===== config.mk =====
export PLATFORM = sky130hd
export DESIGN_NAME = arb2_sel_flat
export DESIGN_NICKNAME = d
export VERILOG_FILES = /design/src/rtl/arb2_sel_if.sv /design/src/rtl/arb2_sel.sv /design/src/flat_wrapper.sv
export SDC_FILE = /design/constraint.sdc
export NUM_CORES = 1
export LEC_CHECK = 0
export CORE_ASPECT_RATIO = 1.4
export CORE_MARGIN = 5
export CORE_UTILIZATION = 30
export CTS_BUF_LIST = sky130_fd_sc_hd__clkbuf_16
export DETAILED_ROUTE_END_ITERATION = 8
export PLACE_DENSITY = 0.56
export SKIP_CTS_REPAIR_TIMING = 1
export SLEW_MARGIN = 30
export SYNTH_ARGS = -nofsm -noshare
export SYNTH_HDL_FRONTEND = slang
export SYNTH_SLANG_ARGS = --single-unit

===== constraint.sdc =====
create_clock -name clk -period 5.4 [get_ports clk]
set_clock_uncertainty 0.15 [all_clocks]
set_input_delay 1.62 -clock clk [delete_from_list [all_inputs] [get_ports clk]]
set_output_delay 1.62 -clock clk [all_outputs]
set_load 0.03 [all_outputs]

===== src/rtl/arb2_sel_if.sv =====
// Purpose: request/grant/select bundle between two requesters and arb2_sel.
// Latency: none (wires only).
// Backpressure: requesters hold reqN until gntN drops; grants are the only flow control.
// Signals: req0/req1 requests; lock (only with ARB2_LOCK_EN) holds the current grant;
//          sel mux select; gnt0/gnt1 one-hot grants; busy = any grant; burst_cnt 0-based
//          length of the current grant.
interface arb2_sel_if;
    logic       req0;
    logic       req1;
`ifdef ARB2_LOCK_EN
    logic       lock;
`endif
    logic       sel;
    logic       gnt0;
    logic       gnt1;
    logic       busy;
    logic [7:0] burst_cnt;

    // Arbiter side.
    modport slave (
        input  req0, req1,
`ifdef ARB2_LOCK_EN
        input  lock,
`endif
        output sel, gnt0, gnt1, busy, burst_cnt
    );

    // Requester side.
    modport master (
        output req0, req1,
`ifdef ARB2_LOCK_EN
        output lock,
`endif
        input  sel, gnt0, gnt1, busy, burst_cnt
    );
endinterface


===== src/rtl/arb2_sel.sv =====
// Purpose: two-requester round-robin arbiter driving the select of a 1-bit 2:1 mux.
// Latency: one cycle from sampled request (or release) to grant change; all outputs registered.
// Backpressure: a grant is bounded to BURST_MAX cycles while the other side waits.
// Ports: clk, rst (async, active-high), bus (arb2_sel_if.slave: req0/req1 in,
//        sel/gnt0/gnt1/busy/burst_cnt out).
// Option: define ARB2_LOCK_EN to add bus.lock, which suppresses burst pre-emption.
module arb2_sel #(
    parameter int unsigned BURST_MAX = 8    // 1..255
) (
    input  logic       clk,
    input  logic       rst,
    arb2_sel_if.slave  bus
);

    typedef enum logic [1:0] {IDLE, G0, G1} state_t;

    localparam logic [7:0] CNT_LAST = 8'(BURST_MAX - 1);

    state_t     state_q, state_d;
    logic       last_q,  last_d;     // most recently served requester
    logic       sel_q,   sel_d;
    logic       gnt0_q,  gnt0_d;
    logic       gnt1_q,  gnt1_d;
    logic [7:0] cnt_q,   cnt_d;

    logic       lock_w;
    logic       enter0, enter1, go_idle;

`ifdef ARB2_LOCK_EN
    assign lock_w = bus.lock;
`else
    assign lock_w = 1'b0;
`endif

    always_comb begin
        enter0  = 1'b0;
        enter1  = 1'b0;
        go_idle = 1'b0;
        cnt_d   = cnt_q;
        state_d = state_q;
        last_d  = last_q;
        sel_d   = sel_q;

        case (state_q)
            IDLE: begin
                // On a tie, favour whoever was not served last.
                if (bus.req0 && (!bus.req1 || last_q)) enter0 = 1'b1;
                else if (bus.req1)                     enter1 = 1'b1;
            end
            G0: begin
                if (!bus.req0) begin
                    if (bus.req1) enter1 = 1'b1;
                    else          go_idle = 1'b1;
                end else if (cnt_q == CNT_LAST) begin
                    // Burst exhausted: hand over if the other side waits,
                    // otherwise start a fresh burst. Lock pins the count.
                    if (lock_w)        cnt_d  = cnt_q;
                    else if (bus.req1) enter1 = 1'b1;
                    else               cnt_d  = '0;
                end else begin
                    cnt_d = cnt_q + 8'd1;
                end
            end
            G1: begin
                if (!bus.req1) begin
                    if (bus.req0) enter0 = 1'b1;
                    else          go_idle = 1'b1;
                end else if (cnt_q == CNT_LAST) begin
                    if (lock_w)        cnt_d  = cnt_q;
                    else if (bus.req0) enter0 = 1'b1;
                    else               cnt_d  = '0;
                end else begin
                    cnt_d = cnt_q + 8'd1;
                end
            end
            default: go_idle = 1'b1;
        endcase

        if (enter0) begin
            state_d = G0;
            last_d  = 1'b0;
            sel_d   = 1'b0;
            cnt_d   = '0;
        end else if (enter1) begin
            state_d = G1;
            last_d  = 1'b1;
            sel_d   = 1'b1;
            cnt_d   = '0;
        end else if (go_idle) begin
            // sel is left alone so the mux output stays steady between grants.
            state_d = IDLE;
            cnt_d   = '0;
        end

        gnt0_d = (state_d == G0);
        gnt1_d = (state_d == G1);
    end

    always_ff @(posedge clk or posedge rst) begin
        if (rst) begin
            state_q <= IDLE;
            last_q  <= 1'b1;     // requester 0 wins the first tie
            sel_q   <= 1'b0;
            gnt0_q  <= 1'b0;
            gnt1_q  <= 1'b0;
            cnt_q   <= '0;
        end else begin
            state_q <= state_d;
            last_q  <= last_d;
            sel_q   <= sel_d;
            gnt0_q  <= gnt0_d;
            gnt1_q  <= gnt1_d;
            cnt_q   <= cnt_d;
        end
    end

    assign bus.sel       = sel_q;
    assign bus.gnt0      = gnt0_q;
    assign bus.gnt1      = gnt1_q;
    assign bus.busy      = gnt0_q | gnt1_q;
    assign bus.burst_cnt = cnt_q;

endmodule


===== src/flat_wrapper.sv =====
// flat-port wrapper written by rule: the top's interface ports become plain ports
module arb2_sel_flat 
#(
    parameter int unsigned BURST_MAX = 8             
)
  (clk, rst, bus_req0, bus_req1, bus_sel, bus_gnt0, bus_gnt1, bus_busy, bus_burst_cnt);
  arb2_sel_if bus_i ();
  input  logic clk;
  input  logic rst;
  input wire logic [$bits(bus_i.req0)-1:0] bus_req0;
  input wire logic [$bits(bus_i.req1)-1:0] bus_req1;
  output wire logic [$bits(bus_i.sel)-1:0] bus_sel;
  output wire logic [$bits(bus_i.gnt0)-1:0] bus_gnt0;
  output wire logic [$bits(bus_i.gnt1)-1:0] bus_gnt1;
  output wire logic [$bits(bus_i.busy)-1:0] bus_busy;
  output wire logic [$bits(bus_i.burst_cnt)-1:0] bus_burst_cnt;
  assign bus_i.req0 = bus_req0;
  assign bus_i.req1 = bus_req1;
  assign bus_sel = bus_i.sel;
  assign bus_gnt0 = bus_i.gnt0;
  assign bus_gnt1 = bus_i.gnt1;
  assign bus_busy = bus_i.busy;
  assign bus_burst_cnt = bus_i.burst_cnt;
  arb2_sel #(.BURST_MAX(BURST_MAX)) u_core (.clk(clk), .rst(rst), .bus(bus_i));
endmodule

Yosys cells after proc, flatten, opt, wreduce, memory -nomap -nowiden
Index checks and enable logic that the tools add are counted.

Bits in registers: 14. Latch bits: 0. RAM bits: 0. ROM bits: 0. Bits of input ports: 4. Output and inout bits: 12. Logic and storage cells: 54. Memories kept: 0.

Add/subtract/negate cells: 1. Multipliers: 0. Div/mod/pow operators: 0. Order comparisons: 0. Eq/ne operators: 9. Shifts and indexed selects: 0. Muxes and demuxes: 30. Bitwise logic cells: 1. Reductions and logical operators: 7.

Operator list (count): 8-bit 2-to-1 mux (9); 8-bit case mux with 2 select lines (1); 1-bit 2-to-1 mux (14); 6-bit by 3-bit != test with 1-bit output, second input constant (2); 5-bit by 2-bit != test with 1-bit output, second input constant (2); 8-bit by 1-bit adder with 8-bit output, second input constant (1); 8-bit by 3-bit == test with 1-bit output, second input constant (1); 2-bit 2-to-1 mux (3); 5-bit AND reduction (1); 5-bit nonzero test (1); 2-bit by 1-bit == test with 1-bit output, second input constant (2); 2-bit == test, second input constant (2); 1-bit case mux with 2 select lines (2); 1-bit case mux with 3 select lines (1); 2-bit logical NOT (1); 2-bit nonzero test (1); 1-bit logical AND (1); 1-bit logical NOT (1); 1-bit logical OR (1); 1-bit OR (1).

Depth between registers and ports, before layout
Gate-level depths: netlist (run 1).

Word-level depth: 8. Gate-level depth with buffers: 7. Mapped depth without buffers: 6.

Least setup slack after synthesis (run 1)
No wires, ideal clock.

Kind: input to register. Start point: input bus_req0. End point: register u_core.cnt_q[7] (netlist: u_core.bus.burst_cnt[7]). Setup time: 0.078 ns. Arrival: 2.586 ns. Required time: 5.172 ns. Path slack: 2.587 ns. Cell stages on the path: 5. Buffers on the path: 1. Cell sequence: nand2b_1 -> buf_4 -> nand4_2 -> or4_1 -> a21oi_1.

Cells in the longest elaborated chain, start to end: 6. Elaborated cells between the ends (all ways): 22. Those cells by class: 4 x eq/ne; 15 x mux; 3 x reduce/logical.

Ends and longest elaborated chain: start: declaration (line flat_wrapper.sv:10) `input wire logic [$bits(bus_i.req0)-1:0] bus_req0;`; 1-bit 2-to-1 mux (on tied branches) (line arb2_sel.sv:66, arb2_sel.sv:70); 1-bit 2-to-1 mux (on tied branches) (line arb2_sel.sv:68, arb2_sel.sv:65); 1-bit 2-to-1 mux / 1-bit case mux with 3 select lines (equally long branches) (line arb2_sel.sv:65, arb2_sel.sv:44); 1-bit case mux with 2 select lines / 8-bit 2-to-1 mux (equally long branches) (line arb2_sel.sv:44, arb2_sel.sv:89); 6-bit by 3-bit != test with 1-bit output (no line) (tied with other cells); 5-bit AND reduction (no line) / 8-bit 2-to-1 mux (equally long branches); end signal: assignment (line arb2_sel.sv:113) `cnt_q <= cnt_d;`; end: declaration (line arb2_sel.sv:24) `logic [7:0] cnt_q, cnt_d;`.

Parallel ways exist; a longest one is shown, timed or not. A chain may end at the register's enable or synchronous reset.

Worst setup path in the final report (run 1)
Start point: input bus_req1. End point: register u_core.cnt_q[7] (netlist: u_core.bus.burst_cnt[7]).

Cells in the longest elaborated chain, start to end: 7. Elaborated cells between the ends (all ways): 24. Those cells by class: 4 x eq/ne; 15 x mux; 5 x reduce/logical.

Ends and longest elaborated chain: start: declaration (line flat_wrapper.sv:11) `input wire logic [$bits(bus_i.req1)-1:0] bus_req1;`; 1-bit logical NOT; 1-bit logical OR (line arb2_sel.sv:47) `if (bus.req0 && (!bus.req1 || last_q)) enter0 = 1'b1;`; 1-bit logical AND (line arb2_sel.sv:47); 1-bit 2-to-1 mux (line arb2_sel.sv:47); 1-bit case mux with 2 select lines (line arb2_sel.sv:44) `case (state_q)`; 6-bit by 3-bit != test with 1-bit output (no line) (tied with other cells); 5-bit AND reduction (no line) / 8-bit 2-to-1 mux (equally long branches).

Parallel ways exist; a longest one is shown, timed or not.

==> key figures, run 1 <==
Outcome
  – Run status: completed

Drt
  – Remaining routing DRC violations: 0
  – Count of antenna-violating nets left after detailed routing: 0
  – First-pass detailed-route iteration total: 4
  – First DRT Iteration DRCs: 26
  – Post-detailed-routing wire length: 1930 um
  – Via-per-instance ratio: 5.21
  – Via count: 750
  – Avg WL per Cell: 13.4 um

Timing
  – Actual slew at the worst max-slew pin: 0.557 ns
  – Worst rel slew slack: 62.8%
  – Clock period minus worst slack: 3.31 ns
  – Achievable Freq: 0.302 GHz
  – Fin Setup TNS: 0 ns
  – Final clock period utilization by the worst path: 61.3%
  – Final hold viol count: 0
  – Count of endpoints failing setup in the final report: 0
  – Max-slew violation count: 0
  – Unrepaired setup endpoints after global routing: no

Synthesis
  – Most numerous cell in the Yosys netlist: dfrtp_1
  – Net Count, Synth: 99
  – Post-synth top flop: dfrtp_1
  – Synth Cell Area: 878 um2
  – Fraction of registers with async set/reset: 100%
  – Post-synthesis area per instance: 9.76 um2
  – Number of flops mapped to enable cells by yosys: 0
  – Fraction of the yosys area taken by sequential cells: 40.0%
  – Synth unique cells: 37
  – Synth warn: 0
  – Commonest cells in the netlist: dfrtp_1 (13), nand3_1 (7), a21oi_1 (6)
  – Top area cells in the synthesized netlist: dfrtp_1 (37%), ha_1 (7.1%), nand3_1 (4.0%), a21oi_1 (3.4%), o21a_1 (3.4%)
  – #FFs+latches synth: 14
  – Cell taking the most area after synthesis: dfrtp_1
  – Gate Count Post-Synth: 90
  – Synth top area share: 37.0%

Global routing
  – Number of global-route vias before repair: 776
  – Number of antenna violations at the first check in global routing: 0
  – Maximum number of pins on one net before global-route repair: 15
  – Sum of overflow across all layers after global routing: 0
  – Total GRT Usage: 10.4%
  – Global-route wire length before repair: 3410 um

Worst setup path
  – Required time of the critical path: 5.42 ns
  – Crit path arrival time: 3.32 ns
  – Register-to-Register Setup Slack: 3.31 ns
  – Critical Path Source: bus_req1
  – Startpoint of the worst register-to-register path: u_core.state_q[0]
  – Nature of the critical path startpoint: primary input
  – Worst Path Class, Setup: primary input to flop
  – R2r worst-path depth: 6
  – End of the worst register-to-register path: u_core.bus.burst_cnt[7]
  – Maximum fanout encountered on the critical timing path: 8
  – Crit path to: u_core.bus.burst_cnt[7]
  – Crit path capture type: flop

Clock network
  – Maximum clock insertion buffer count: 2
  – Number of levels the H-tree was split into: 1
  – Number of CTS-inserted buffers: 3
  – Worst-Skew Late Latency: 0.24 ns
  – TritonCTS clock tree: built
  – Clock Root Buffer: clkbuf_16
  – CTS sink cnt: 14
  – Clock transition at the registers of the reported paths: 0.05 ns

Floorplan
  – Number of top-level pins: 16
  – Horizontal extent of the die: 55.7 um
  – Full die area: 0.00413 mm2
  – Die span in y: 74.0 um
  – Initial standard-cell utilization of the core: 30.8%
  – CORE AREA: 0.00285 mm2
  – Row count: 23

Cells and area
  – Number of cells in the finished layout apart from fillers: 144
  – Area of the multi-input gates: 489 um2
  – N_diodes: 0
  – Area growth, synth to finish: 29.2%
  – Sequential cell area in the final layout: 352 um2
  – Final-layout fill cell count: 280
  – Share of cells above drive strength 1: 11.2%
  – Final Net Count: 117

Place
  – DP Cell Count: 140
  – Routability congestion estimate from global placement: 0.844
  – Number of port buffers: 15
  – Dpl hpwl: 1450 um

Power and ir drop
  – PnR Total Power: 0.606 mW
  – LEAKAGE: 0.460 nW
  – Worst supply voltage drop on vdd: 0.278 mV
  – Power density over the cells: 534 mW/mm2

Min path
  – Class of the tightest hold or removal check: flop to flop

Job
  – Max-capacitance violation count: 0
==> metal layers <==
layer	global-route usage, %	up-vias	share of wire [%]
li1	-	365	-
met1	10.8	353	40
met2	18.7	26	52
met3	3.13	6	5.5
met4	6.22	0	2.5
met5	0	-	0
==> kinds of logic after synthesis <==
family,after synthesis,synth area share [%]
buffers and inverters,7,4.27
xor gates and xnor gates,3,2.99
DFF,14,40.0
adders and majority gates,5,7.12
and+or+nand+nor,38,27.2
AOI/OAI and AO/OA,23,18.4
==> critical path, cell delays in order <==
cell,delay (ns)
clkdlybuf4s50_1,0.55
nand2b_1,0.34
nand4_2,0.15
or4_1,0.51
a21oi_1,0.15
==> state kept, by name, summed over array words and instances, names as in the netlist <==
register	flops
u_core.bus.burst_cnt	8
u_core.bus.gnt0	1
u_core.last_q	1
u_core.bus.sel	1
u_core.bus.gnt1	1
u_core.state_q	2
==> placed cells by master (no fill, tap or decap), types with 2 or more instances in the layout <==
cell type,instances
a21oi_1,6
and3_1,3
clkbuf_16,3
clkdlybuf4s50_1,15
dfrtp_1,13
ha_1,5
inv_1,5
nand2_1,5
nand2b_1,2
nand3_1,7
nand4_1,3
nor2_1,5
o21a_1,4
o21ai_0,2
o31ai_1,3
or2_2,2
or4_1,2
xor2_1,2
==> final cells by class <==
| cell class | instances | share of cell area, % |
|---|---|---|
| flip-flops and latches | 14 | 31.0 |
| inverters | 5 | 1.65 |
| repair buffers | 15 | 13.2 |
| clock buffers | 3 | 6.62 |
| multi-input cells | 69 | 43.1 |
| clock inverters | 1 | 0.331 |
| well taps | 37 | 4.08 |
==> per-stage QoR <==
stage | area, um2 | hold slack [ns] | setup WS, ns | utilization [%]
2_1_floorplan | 878 | 0.355 | 2.59 | -
3_3_place_gp | 1060 | 0.332 | 1.88 | 37.1
3_5_place_dp | 1060 | 0.333 | 1.84 | 37.1
4_1_cts | 1130 | 0.349 | 2.09 | 39.8
5_1_grt | 1130 | 0.396 | 1.95 | 39.8
6_report | 1130 | 0.344 | 2.09 | 39.8
==> power by group <==
group,internal [mW],switching (mW),leakage (nW)
Clock,0.0981,0.0440,0.0385
Combinational,0.127,0.176,0.238
Sequential,0.137,0.0245,0.183
Total,0.362,0.244,0.460
==> worst min path at each step <==
stage,start,end,slack (ns),cells past startpoint
6_report,u_core.bus.sel,u_core.bus.sel,0.34,1
4_1_cts,u_core.bus.sel,u_core.bus.sel,0.35,1
5_1_grt,u_core.bus.sel,u_core.bus.sel,0.40,1
3_3_place_gp,u_core.bus.sel,u_core.bus.sel,0.33,1
3_5_place_dp,u_core.bus.sel,u_core.bus.sel,0.33,1
2_1_floorplan,u_core.state_q[1],u_core.bus.gnt0,0.36,1
No activity file was read; power rests on OpenSTA's default activity.
==> run 2, diff against run 1 <==
Clock period 5.4 ns to 3.1 ns, I/O delays scaled along.
==> run 2 against run 1 <==
Sequential share of layout area fell by 0.20 points. Largest power group unchanged. Worst hold slack got worse by 0.0015 ns. Critical path type unchanged. Clock power grew 74%.
==> key figures, run 2 (synthesis gave the netlist of run 1 again) <==
Outcome
  – Run status: completed

Drt
  – Top metal layer carrying routed signals: met4
  – Count of antenna-violating nets left after detailed routing: 0 (unchanged)
  – Post-detailed-routing wire length: 1950 um (+0.78%)
  – Via count: 755 (+0.67%)
  – First-pass detailed-route iteration total: 4 (unchanged)
  – Remaining routing DRC violations: 0 (unchanged)
  – Routed metal-1 wirelength: 788 um (+3.3%)
  – Sum of met2 wire segment lengths after detailed routing: 1040 um (+2.9%)
  – Avg WL per Cell: 13.4 um (about the same)
  – Sum of met3 wire segment lengths after detailed routing: 86 um (-20%)
  – First DRT Iteration DRCs: 21 (-19%)
  – Via-per-instance ratio: 5.21 (about the same)

Place
  – Routability congestion estimate from global placement: 0.840 (-0.47%)
  – Number of port buffers: 15 (unchanged)
  – Dpl hpwl: 1480 um (+1.6%)
  – DP Cell Count: 141 (+0.71%)

Cells and area
  – Commonest cells after routing, fill and taps aside: clkdlybuf4s50_1 (15), dfrtp_1 (13), nand3_1 (7)
  – Share of cells above drive strength 1: 12.0% (+0.82 points)
  – Area growth, synth to finish: 30.1%
  – Final Net Count: 118 (+0.85%)
  – Final-layout fill cell count: 280 (unchanged)
  – Max FFs per register: 8 (unchanged)
  – N_diodes: 0 (unchanged)
  – Number of cells in the finished layout apart from fillers: 145 (+0.69%)
  – Leading cell type in the layout, fill and taps excluded: clkdlybuf4s50_1

Global routing
  – Sum of overflow across all layers after global routing: 0 (unchanged)
  – Number of global-route vias before repair: 737 (-5.0%)
  – Global-route wire length before repair: 3390 um (-0.62%)
  – Number of antenna violations at the first check in global routing: 0 (unchanged)
  – Total GRT Usage: 10.4% (+0.014 points)
  – Maximum number of pins on one net before global-route repair: 15 (unchanged)

Timing
  – Worst rel slew slack: 63.8% (+1.0 points)
  – Fin Setup TNS: 0 ns (unchanged)
  – Final clock period utilization by the worst path: 84.2%
  – Actual slew at the worst max-slew pin: 0.542 ns (-0.0151 ns)
  – Achievable Freq: 0.383 GHz
  – Count of endpoints failing setup in the final report: 0 (unchanged)
  – Unrepaired setup endpoints after global routing: no
  – Max-slew violation count: 0 (unchanged)
  – Final hold viol count: 0 (unchanged)
  – Clock period minus worst slack: 2.61 ns

Worst setup path
  – Crit path arrival time: 2.63 ns (-0.69 ns)
  – Maximum fanout encountered on the critical timing path: 8 (unchanged)
  – Nature of the critical path startpoint: primary input
  – Max incr delay on CP: 0.55 ns (about the same)
  – Series of cell instances along the critical path: clkdlybuf4s50_1 -> nand2b_1 -> nand3_4 -> or4_1 -> a21oi_1
  – Standard cell with the maximum stage delay on the critical path: clkdlybuf4s50_1
  – Crit path capture type: flop
  – Combined buffer and inverter count along the critical path: 1 (unchanged)
  – Required time of the critical path: 3.12 ns (-2.30 ns)
  – Worst Path Class, Setup: primary input to flop
  – Family of cells with the greatest summed delay on the critical path: simple AND/OR/NAND/NOR gates

Floorplan
  – Number of top-level pins: 16 (unchanged)
  – Row count: 23 (unchanged)
  – Die span in y: 74.0 um (unchanged)
  – Horizontal extent of the die: 55.7 um (unchanged)
  – Initial standard-cell utilization of the core: 30.8% (unchanged)
  – CORE AREA: 0.00285 mm2 (unchanged)
  – Full die area: 0.00413 mm2 (unchanged)

Power and ir drop
  – Power density over the cells: 935 mW/mm2 (+75%)
  – Switching share of power: 39.9% (-0.45 points)
  – Clk pwr share: 23.1% (-0.3 points)
  – Fraction of power consumed by sequential logic: 26.2% (-0.4 points)
  – LEAKAGE: 0.464 nW (+1.0%)
  – Part of the total power dissipated in combinational logic: 50.7% (+0.7 points)
  – Net switching component of the power: 0.426 mW (+74%)
  – Worst supply voltage drop on vdd: 0.721 mV (+160%)
  – Int Power: 0.642 mW (+78%)

Clock network
  – Maximum clock insertion buffer count: 2 (unchanged)
  – Clock Root Buffer: clkbuf_16
  – Clock transition at the registers of the reported paths: 0.05 ns (about the same)
  – Number of CTS-inserted buffers: 3 (unchanged)
  – Worst-Skew Late Latency: 0.24 ns (about the same)
  – CTS sink cnt: 14 (unchanged)
  – Number of levels the H-tree was split into: 1 (unchanged)
  – TritonCTS clock tree: built

Min path
  – Class of the tightest hold or removal check: flop to flop

Job
  – Max-capacitance violation count: 0 (unchanged)
run 2: changes by cell type in the layout (fill, tap and decap cells not counted), sizes merged:
| cell | previous run | this run |
|---|---|---|
| buf | 0 | 1 |
run 2: area by class of cell:
cell class,instances,area [um2],share of cell area [%]
Clock inverter,1,3.75,0.329
Inverter,5,18.8,1.64
Timing Repair Buffer,16,158,13.8
Multi-Input combinational cell,69,489,42.8
Sequential cell,14,352,30.8
Tap cell,37,46.3,4.05
Clock buffer,3,75.1,6.57
run 2: worst paths after layout:
check | start | to | slack, ns | cells after the start
worst max-delay path | bus_req1 | u_core.bus.burst_cnt[5] | 0.49 | 5
worst min-delay path | u_core.bus.sel | u_core.bus.sel | 0.34 | 1
worst max register to register | u_core.state_q[0] | u_core.bus.burst_cnt[5] | 1.04 | 6
worst min register to register | u_core.bus.sel | u_core.bus.sel | 0.34 | 1
max in group asynchronous | rst | u_core.last_q | 1.56 | 2
min in group asynchronous | rst | u_core.bus.sel | 0.88 | 2
run 2: per-layer routing:
| layer | vias up | GRT usage (%) |
|---|---|---|
| li1 | 368 | - |
| met1 | 367 | 10.7 |
| met2 | 16 | 19.3 |
| met3 | 4 | 3.30 |
| met4 | 0 | 4.86 |
| met5 | - | 0 |
run 2: power by group through the flow:
stage | sequential, mW | combinational [mW] | clock, mW
final | 0.280 | 0.542 | 0.247
after floorplan | 0.331 | 0.342 | 0
after global placement | 0.281 | 0.539 | 0
after global routing | 0.291 | 0.602 | 0.263
after detailed placement | 0.281 | 0.548 | 0
after CTS | 0.280 | 0.548 | 0.254
run 2: per-stage QoR:
step	hold slack [ns]	power (mW)	setup slack (ns)	util, %	cell area (um2)
6_report	0.343	1.07	0.490	40.1	1140
5_1_grt	0.406	1.16	0.374	40.1	1140
3_3_place_gp	0.332	0.820	0.273	37.3	1060
3_5_place_dp	0.333	0.829	0.228	37.3	1060
2_1_floorplan	0.355	0.673	0.977	-	878
4_1_cts	0.350	1.08	0.479	40.1	1140
==> RTL change: new RTL, flow settings as in run 2 <==
Encoding of `state_t`: now one-hot (3 bits for 3 states).
--- a/src/rtl/arb2_sel.sv
+++ b/src/rtl/arb2_sel.sv
@@ -14,3 +14,3 @@
 
-    typedef enum logic [1:0] {IDLE, G0, G1} state_t;
+    typedef enum logic [2:0] {IDLE = 3'b001, G0 = 3'b010, G1 = 3'b100} state_t;
 
Check against the original RTL: no difference found for any inputs over 10 cycles, from zero or initial values and one cycle with rst high; not proved beyond that.
==> RTL change against run 2 <==
  * Sequential cell count rose by 1
  * Worst setup slack got worse by 0.28 ns
  * Fmax fell by 9.8%
  * Cell area rose by 11%
  * Sequential share of layout area fell by 0.99 points
  * Area after synthesis rose by 4.4%
  * Global-route usage barely moved
  * Routed wire length rose by 3.6%
  * Register-to-register slack got worse by 0.61 ns
  * Power rose by 8.4%
  * Largest cell class unchanged
==> RTL change: results (changes against run 2) <==
{
  "outcome": {
    "run_status": "finished, final reports clean"
  },
  "placement": {
    "placement.cell_area": {"value": 0.00119, "unit": "mm^2", "change": "+12%"},
    "post-dp-hpwl": {"value": 1620, "unit": "um", "change": "+9.6%"}
  },
  "finish": {
    "final-nonclk-buf-share": {"value": 18.3, "unit": "%", "change": "+4.5 points"},
    "non_clock_buffer_count": {"value": 26, "change": "+10"},
    "fill_cells": {"value": 298, "change": "+6.4%"},
    "multi_input_comb_cells": {"value": 72, "change": "+4.3%"},
    "final_nets": {"value": 128, "change": "+8.5%"},
    "share_of_post_route_cells_with_drive_strength_above_1": {"value": 21.3, "unit": "%", "change": "+9.3 points"},
    "multiInputGateArea": {"value": 513, "unit": "um^2", "change": "+4.9%"}
  },
  "synthesis": {
    "mappedNetlistArea": {"value": 917, "unit": "um^2", "change": "+4.4%"},
    "postSynthCellCount": {"value": 94, "change": "+4.4%"}
  },
  "drt": {
    "dr_wl_met2": {"value": 1050, "unit": "um", "change": "+0.96%"},
    "route.detailed.vias_per_inst": {"value": 5.04, "change": "-3.2%"},
    "post_drt_wl_per_cell": {"value": 12.7, "unit": "um", "change": "-5.5%"},
    "dr.first_iter.drc_count": {"value": 6, "change": "-71%"},
    "via_count": {"value": 801, "change": "+6.1%"},
    "routedLengthMet1": {"value": 855, "unit": "um", "change": "+8.5%"}
  },
  "grt": {
    "met2_usage": {"value": 19.5, "unit": "%", "change": "+0.20 points"},
    "grt_pass1_vias": {"value": 780, "change": "+5.8%"},
    "grtUsageMet3": {"value": 3.22, "unit": "%", "change": "-0.078 points"},
    "grt_use_total": {"value": 10.5, "unit": "%", "change": "+0.040 points"},
    "grt_start_max_net_pins": {"value": 16, "change": "+1"}
  },
  "power_and_ir_drop": {
    "power_leakage": {"value": 0.509, "unit": "nW", "change": "+9.5%"}
  },
  "timing": {
    "worst_pin_slew": {"value": 0.590, "unit": "ns", "change": "+0.0475 ns"}
  }
}
RTL change: worst max-delay path, cell delays in order:
cell                              delay (ns)
sky130_fd_sc_hd__clkdlybuf4s50_1        0.49
sky130_fd_sc_hd__nor2b_1                0.17
sky130_fd_sc_hd__a32oi_1                0.32
sky130_fd_sc_hd__o21ai_4                0.12
sky130_fd_sc_hd__nor4_1                 0.35
sky130_fd_sc_hd__or4b_1                 0.46
sky130_fd_sc_hd__nand2_1                0.08
RTL change: power groups by stage:
stage / clock [W] / combinational (W) / sequential [W]
after floorplan: 0 / 0.000359 / 0.000327
after global placement: 0 / 0.000587 / 0.000321
after detailed placement: 0 / 0.000597 / 0.000323
after CTS: 0.000258 / 0.000598 / 0.000321
after global routing: 0.000267 / 0.000640 / 0.000333
final: 0.000252 / 0.000585 / 0.000320
RTL change: logic make-up after synthesis:
group	synth area share [%]
muxes	2.18
adders and majority gates	1.36
buffers and inverters	2.87
and+or+nand+nor	31.9
DFF	41.2
xor gates and xnor gates	1.91
AOI/OAI and AO/OA	18.6
RTL change: final timing paths:
check | start | cells after the start | slack, ns | end
max in group asynchronous | rst | 2 | 1.52 | u_core.bus.burst_cnt[0]$_DFFE_PP0P_
min in group asynchronous | rst | 2 | 0.90 | u_core.bus.burst_cnt[6]$_DFFE_PP0P_
worst min-delay path | u_core.last_q$_DFFE_PP1N_ | 2 | 0.36 | u_core.last_q$_DFFE_PP1N_
worst max-delay path | bus_req1 | 7 | 0.21 | u_core.bus.burst_cnt[4]$_DFFE_PP0P_
worst max register to register | u_core.bus.burst_cnt[3]$_DFFE_PP0P_ | 6 | 0.43 | u_core.bus.burst_cnt[5]$_DFFE_PP0P_
worst min register to register | u_core.last_q$_DFFE_PP1N_ | 2 | 0.36 | u_core.last_q$_DFFE_PP1N_
